File: config.mk
export PLATFORM = sky130hd
export DESIGN_NAME = aes_avl_bridge
export DESIGN_NICKNAME = d
export VERILOG_FILES = /design/src/rtl/aes_avl_bridge.sv
export SDC_FILE = /design/constraint.sdc
export NUM_CORES = 1
export LEC_CHECK = 0
export BUFFER_PORTS_ARGS = -buffer_cell sky130_fd_sc_hd__buf_2
export CAP_MARGIN = 20
export CORE_MARGIN = 2
export CORE_UTILIZATION = 50
export CTS_CLUSTER_DIAMETER = 120
export DETAILED_ROUTE_END_ITERATION = 16
export HOLD_SLACK_MARGIN = 0.08
export PLACE_DENSITY = 0.84
export REMOVE_ABC_BUFFERS = 1
export SYNTH_ARGS = -nofsm -noshare
export SYNTH_HDL_FRONTEND = slang
export SYNTH_SLANG_ARGS = --single-unit
File: constraint.sdc
create_clock -name CLK -period 18.69 [get_ports CLK]
set_input_delay 2.8035 -clock CLK [delete_from_list [all_inputs] [get_ports CLK]]
set_output_delay 2.8035 -clock CLK [all_outputs]
set_load 0.1 [all_outputs]
File: src/rtl/aes_avl_bridge.sv
// Avalon-MM register file that drives an AES decryption core and collects its result.
// Latency: register writes take effect on the next edge; AVL_READDATA is registered (1 cycle).
// Backpressure: none; the slave accepts every access and writes that are not allowed are dropped.
//
// Ports:
//   CLK, RESET              clock and asynchronous active-high reset
//   AVL_CS/READ/WRITE       Avalon-MM strobes; READ/WRITE are qualified by AVL_CS
//   AVL_ADDR, AVL_BYTE_EN   word address (16 registers) and write byte enables
//   AVL_WRITEDATA           write data
//   AVL_READDATA            registered read data
//   AES_START               level start request to the core
//   AES_KEY, AES_MSG_ENC    key and ciphertext to the core
//   AES_DONE, AES_MSG_DEC   core completion level and plaintext
//   EXPORT_DATA             {reg0[31:16], reg3[15:0]} for a hex display
module aes_avl_bridge #(
  parameter int TIMEOUT_CYC = 1024,
  parameter int CNT_W       = 16
) (
  input  logic         CLK,
  input  logic         RESET,
  input  logic         AVL_CS,
  input  logic         AVL_READ,
  input  logic         AVL_WRITE,
  input  logic [3:0]   AVL_ADDR,
  input  logic [3:0]   AVL_BYTE_EN,
  input  logic [31:0]  AVL_WRITEDATA,
  output logic [31:0]  AVL_READDATA,
  output logic         AES_START,
  output logic [127:0] AES_KEY,
  output logic [127:0] AES_MSG_ENC,
  input  logic         AES_DONE,
  input  logic [127:0] AES_MSG_DEC,
  output logic [31:0]  EXPORT_DATA
);

  localparam logic [CNT_W-1:0] TO_LAST = CNT_W'(TIMEOUT_CYC - 1);
  localparam logic [CNT_W-1:0] CNT_ONE = CNT_W'(1);

  localparam logic [3:0] ADDR_CYCLES = 4'd12;
  localparam logic [3:0] ADDR_CTRL   = 4'd14;
  localparam logic [3:0] ADDR_STATUS = 4'd15;

  typedef enum logic [1:0] {
    S_IDLE = 2'd0,
    S_RUN  = 2'd1,
    S_HOLD = 2'd2
  } state_t;

  state_t state;
  state_t state_nxt;

  // Registers 0-7 (key then ciphertext) and 8-11 (captured plaintext).
  logic [31:0] kv_reg  [8];
  logic [31:0] dec_reg [4];

  logic             ctrl_start;
  logic             done_flag;
  logic             err_flag;
  logic             start_q;
  logic             start_nxt;
  logic [CNT_W-1:0] cyc_cnt;
  logic [31:0]      cnt_ext;
  logic [31:0]      rd_mux;

  // One-cycle strobes out of the FSM.
  logic go;
  logic capture;
  logic timeout;
  logic run_stay;

  logic busy;
  logic wr_en;
  logic kv_wr;

  function automatic logic [31:0] byte_merge(input logic [31:0] old_val,
                                             input logic [31:0] new_val,
                                             input logic [3:0]  be);
    logic [31:0] res;
    res = old_val;
    for (int b = 0; b < 4; b++) begin
      if (be[b]) res[8*b +: 8] = new_val[8*b +: 8];
    end
    return res;
  endfunction

  assign busy  = (state == S_RUN);
  assign wr_en = AVL_CS & AVL_WRITE;
  // Key/ciphertext are frozen while the core is working on them.
  assign kv_wr = wr_en & ~AVL_ADDR[3] & ~busy;

  // ---------------------------------------------------------------- FSM
  always_ff @(posedge CLK or posedge RESET) begin
    if (RESET) begin
      state <= S_IDLE;
    end else begin
      state <= state_nxt;
    end
  end

  always_comb begin
    state_nxt = state;
    start_nxt = start_q;
    go        = 1'b0;
    capture   = 1'b0;
    timeout   = 1'b0;
    case (state)
      S_IDLE: begin
        if (ctrl_start) begin
          state_nxt = S_RUN;
          start_nxt = 1'b1;
          go        = 1'b1;
        end
      end
      S_RUN: begin
        // Software abort wins over a completion arriving in the same cycle.
        if (!ctrl_start) begin
          state_nxt = S_IDLE;
          start_nxt = 1'b0;
        end else if (AES_DONE) begin
          state_nxt = S_HOLD;
          capture   = 1'b1;
        end else if (cyc_cnt == TO_LAST) begin
          state_nxt = S_HOLD;
          start_nxt = 1'b0;
          timeout   = 1'b1;
        end
      end
      S_HOLD: begin
        // After success the core keeps its result while START is held.
        if (!ctrl_start) begin
          state_nxt = S_IDLE;
          start_nxt = 1'b0;
        end
      end
      default: begin
        state_nxt = S_IDLE;
        start_nxt = 1'b0;
      end
    endcase
  end

  // The completing/timing-out cycle does not count, so a timeout leaves
  // the counter at TIMEOUT_CYC-1.
  assign run_stay = (state == S_RUN) && (state_nxt == S_RUN);

  // ----------------------------------------------------------- datapath
  always_ff @(posedge CLK or posedge RESET) begin
    if (RESET) begin
      for (int i = 0; i < 8; i++) kv_reg[i] <= '0;
      for (int i = 0; i < 4; i++) dec_reg[i] <= '0;
      ctrl_start   <= 1'b0;
      done_flag    <= 1'b0;
      err_flag     <= 1'b0;
      start_q      <= 1'b0;
      cyc_cnt      <= '0;
      AVL_READDATA <= '0;
    end else begin
      if (kv_wr) begin
        kv_reg[AVL_ADDR[2:0]] <= byte_merge(kv_reg[AVL_ADDR[2:0]], AVL_WRITEDATA, AVL_BYTE_EN);
      end

      if (wr_en && (AVL_ADDR == ADDR_CTRL) && AVL_BYTE_EN[0]) begin
        ctrl_start <= AVL_WRITEDATA[0];
      end

      if (capture) begin
        dec_reg[0] <= AES_MSG_DEC[127:96];
        dec_reg[1] <= AES_MSG_DEC[95:64];
        dec_reg[2] <= AES_MSG_DEC[63:32];
        dec_reg[3] <= AES_MSG_DEC[31:0];
      end

      if (go) begin
        done_flag <= 1'b0;
        err_flag  <= 1'b0;
        cyc_cnt   <= '0;
      end else begin
        if (capture) done_flag <= 1'b1;
        if (timeout) err_flag  <= 1'b1;
        if (run_stay && (cyc_cnt != '1)) cyc_cnt <= cyc_cnt + CNT_ONE;
      end

      start_q <= start_nxt;

      // Reads sample the pre-edge register contents, so a same-cycle write
      // to the same address is not visible yet.
      if (AVL_CS && AVL_READ) begin
        AVL_READDATA <= rd_mux;
      end
    end
  end

  always_comb begin
    cnt_ext = '0;
    cnt_ext[CNT_W-1:0] = cyc_cnt;
  end

  always_comb begin
    rd_mux = '0;
    case (AVL_ADDR)
      4'd0, 4'd1, 4'd2, 4'd3,
      4'd4, 4'd5, 4'd6, 4'd7:  rd_mux = kv_reg[AVL_ADDR[2:0]];
      4'd8, 4'd9, 4'd10, 4'd11: rd_mux = dec_reg[AVL_ADDR[1:0]];
      ADDR_CYCLES:              rd_mux = cnt_ext;
      ADDR_CTRL:                rd_mux = {31'd0, ctrl_start};
      ADDR_STATUS:              rd_mux = {29'd0, busy, err_flag, done_flag};
      default:                  rd_mux = '0;
    endcase
  end

  // ------------------------------------------------------------ outputs
  assign AES_START   = start_q;
  assign AES_KEY     = {kv_reg[0], kv_reg[1], kv_reg[2], kv_reg[3]};
  assign AES_MSG_ENC = {kv_reg[4], kv_reg[5], kv_reg[6], kv_reg[7]};
  assign EXPORT_DATA = {kv_reg[0][31:16], kv_reg[3][15:0]};

endmodule

==> key figures <==
Run status
  – Status: finished, final reports clean

CTS
  – Post-cts sizing count: 0
  – CTS clk-pin slew, worst paths: about 0.060 ns
  – Post-CTS Setup Inserts: 0
  – Inserted Clock Buffers: 48
  – Root Buffer: clkbuf_16
  – CTS tree: done
  – # clock sinks: 438
  – CTS H-tree lvls: 2
  – Max Root-Sink Buffers: 3
  – Hold_buf cts: 0
  – Skew-Pair Late Insertion Delay: about 0.57 ns

Pwr
  – Seq pwr share: around a third
  – Internal: 1930 µW
  – Switching Fraction: between 40% and 50%
  – Sw Pwr: 1640 µW
  – Peak supply drop: about 110 µV
  – Leakage: 0.0127 µW
  – Clk network pwr share: 25.8%
  – Comb pwr share: 39.6%
  – Pwr dens: 144 mW/mm²

Drt
  – Drt wl/cell: 25.5 µm
  – DRC viols: 0
  – DRT Wirelength: ~66000 µm
  – Starting DRT DRC Count: ~1300
  – Total number of vias: 15600
  – Final ANT Viol Nets: 0
  – Vias per cell: 6.01
  – DR pass1 iterations: 5

Timing
  – Skew final: roughly 0.013 ns
  – Crit path time final: 5.45 ns
  – Hold Worst Slack: 0.498 ns
  – Max-slew violation count: 0
  – FMAX: between 0.15 and 0.2 GHz
  – Setup-failing EPs final: 0
  – Relative slew slack: 21.8%
  – Slew @ Worst Pin: between 1 and 1.5 ns
  – Setup TNS: 0 ns
  – Final Hold Viols: 0
  – Tcrit/Tclk final: 29.2%
  – RSZ-0062 raised after global routing: no

Worst setup path
  – CP cell instances: buf_6, buf_4, buf_4, mux2_2, o22ai_1, o31ai_4, mux2_2
  – Max incr delay on CP: 0.74 ns
  – Critical Path Start Type: input port
  – Slowest CP cell: buf_4
  – WS Path Type: input port to flip-flop
  – WP data required: 19.14 ns
  – Crit end category: flip-flop
  – Crit path max fanout: 53
  – Crit path DAT: 5.90 ns

Yosys
  – Post-synth EDFFs: 0
  – Syn_area_per_cell: ~13 µm²
  – Post-synth top flop: dfrtp_1
  – Syn. warnings: 0
  – Fraction of registers with async set/reset: between 90% and 100%
  – Post-synth cell types: between 50 and 60
  – Cells after synthesis: 1597
  – Synth Cell Area: 0.0207 mm²
  – Register area share after synthesis: 53.0%
  – Yosys reg bits: 438

Finish
  – Final std cells w/o fill: 2596
  – Area Growth Syn to Fin: 20.1%
  – Commonest non-fill, non-tap cell in the layout: buf_2
  – Nets@finish: 2200
  – Most frequent cells in the layout: buf_2, dfrtp_1, mux2_2, nand2_1, o21ai_0
  – Share of cells above drive strength 1: 45.8%

Placed design
  – Final RePlAce weighted congestion: 0.894
  – Detail Placement HPWL: roughly 46000 µm
  – IO Port Bufs: between 400 and 500
  – Placed cells: 2506

Global route
  – Global-route wire length before repair: between 100000 and 150000 µm
  – Total GRT Usage: 30.6%
  – Initial antenna violation count: 7
  – Largest net degree at the start of global routing: 167
  – Grt ovf: 0
  – Vias in the first global route: 16100

Die
  – Effective utilization at floorplan: 50.6%
  – Die area: 0.0430 mm²
  – Core Region: between 0.04 and 0.05 mm²
  – Top-level port count: 495
  – Rows: 74
  – Die width: between 200 and 250 µm
  – Die height: 207 µm

Job
  – MaxCap Viol Count: 0

Hold path
  – Min-delay worst type: flip-flop to flip-flop
synthesized netlist by cell type (2+ instances only):
master / count / area (µm²)
mux2i_1: 53 / 531
o221ai_1: 2 / 17.5
a222oi_1: 2 / 20.0
mux4_1: 24 / 631
nand3_1: 7 / 35.0
nand2_1: 224 / 841
mux4_2: 44 / 991
a211o_1: 3 / 26.3
and2_1: 5 / 31.3
nor2b_1: 19 / 119
or4_1: 2 / 15.0
a31oi_1: 4 / 25.0
and4_1: 3 / 26.3
mux2_2: 271 / 3050
dfrtp_1: 438 / 11000
o21bai_1: 11 / 82.6
nor3_1: 10 / 50.1
a211oi_1: 5 / 37.5
buf_4: 43 / 323
o31ai_2: 4 / 50.1
nor4_1: 6 / 37.5
o211a_1: 2 / 20.0
o22ai_1: 7 / 43.8
a22oi_1: 19 / 143
a22o_1: 21 / 184
nand4_1: 14 / 87.6
o31ai_4: 10 / 213
and3_1: 3 / 18.8
inv_1: 4 / 15.0
nor2_1: 11 / 41.3
clkbuf_1: 52 / 195
buf_1: 3 / 11.3
o21ai_0: 151 / 756
a21oi_1: 18 / 90.1
buf_2: 37 / 185
o31ai_1: 13 / 97.6
o21a_1: 3 / 22.5
mux2i_4: 16 / 360
nand2b_1: 12 / 75.1
buf_6: 6 / 67.6
routing by layer:
metal / up-vias / wire length [µm] / track usage [%] / share of wire [%]
met1: 7885 / 25000 / 37.6 / 38
li1: 6672 / - / - / -
met5: - / 38 / 0 / 0.057
met2: 871 / 32200 / 50.6 / 49
met4: 6 / 3120 / 14.0 / 4.7
met3: 160 / 5830 / 8.08 / 8.8
final timing paths:
kind                                 start              end  slack [ns]  cells after the start
min                        AVL_READDATA[2]  AVL_READDATA[2]        0.50                      1
min reg2reg                AVL_READDATA[2]  AVL_READDATA[2]        0.50                      1
max reg2reg                     ctrl_start      dec_reg[42]       15.70                      4
max                            AVL_ADDR[1]  AES_MSG_ENC[39]       13.24                      7
min in group asynchronous            RESET     dec_reg[122]        2.38                      2
max in group asynchronous            RESET  AES_MSG_ENC[47]       14.80                      3
layout make-up:
cell class / count / area (µm²)
clock inverter: 10 / 86.3
fill: 3132 / 16000
timing repair buffer: 519 / 2710
clock buffer: 75 / 1430
antenna: 4 / 10.0
multi-input combinational: 1014 / 8940
tap: 532 / 666
inverter: 4 / 22.5
sequential: 438 / 11000
through the flow:
stage | total power [µW] | instance area (µm²) | util, % | setup slack (ns)
final | 3570 | 24800 | 60.8 | 13.24
after global routing | 3690 | 24800 | 60.8 | 13.11
after CTS | 3580 | 24800 | 60.7 | 13.24
after detailed placement | 2660 | 23300 | 57.0 | 12.65
after global placement | 2630 | 23300 | 57.0 | 12.67
after floorplan | 2350 | 19900 | - | 3.68
critical path, delay by kind of cell:
| family | cells | cell delay, ns |
|---|---|---|
| buf+inv | 3 | 1.75 |
| mux | 2 | 0.71 |
| compound gates | 2 | 0.43 |
kinds of logic after synthesis:
family / share of synthesized area, %
and+or+nand+nor: 7.07
adders and majority gates: 0.0605
buffers and inverters: 3.86
AOI/OAI and AO/OA: 9.06
DFF: 53.0
muxes: 26.9
power groups by stage:
stage	clock [µW]	sequential [µW]	combinational, µW
final	922	1240	1410
after global routing	977	1250	1460
after CTS	936	1230	1420
after detailed placement	0	1250	1410
after global placement	0	1230	1390
after floorplan	0	2060	294
No activity file was read; power rests on OpenSTA's default activity.
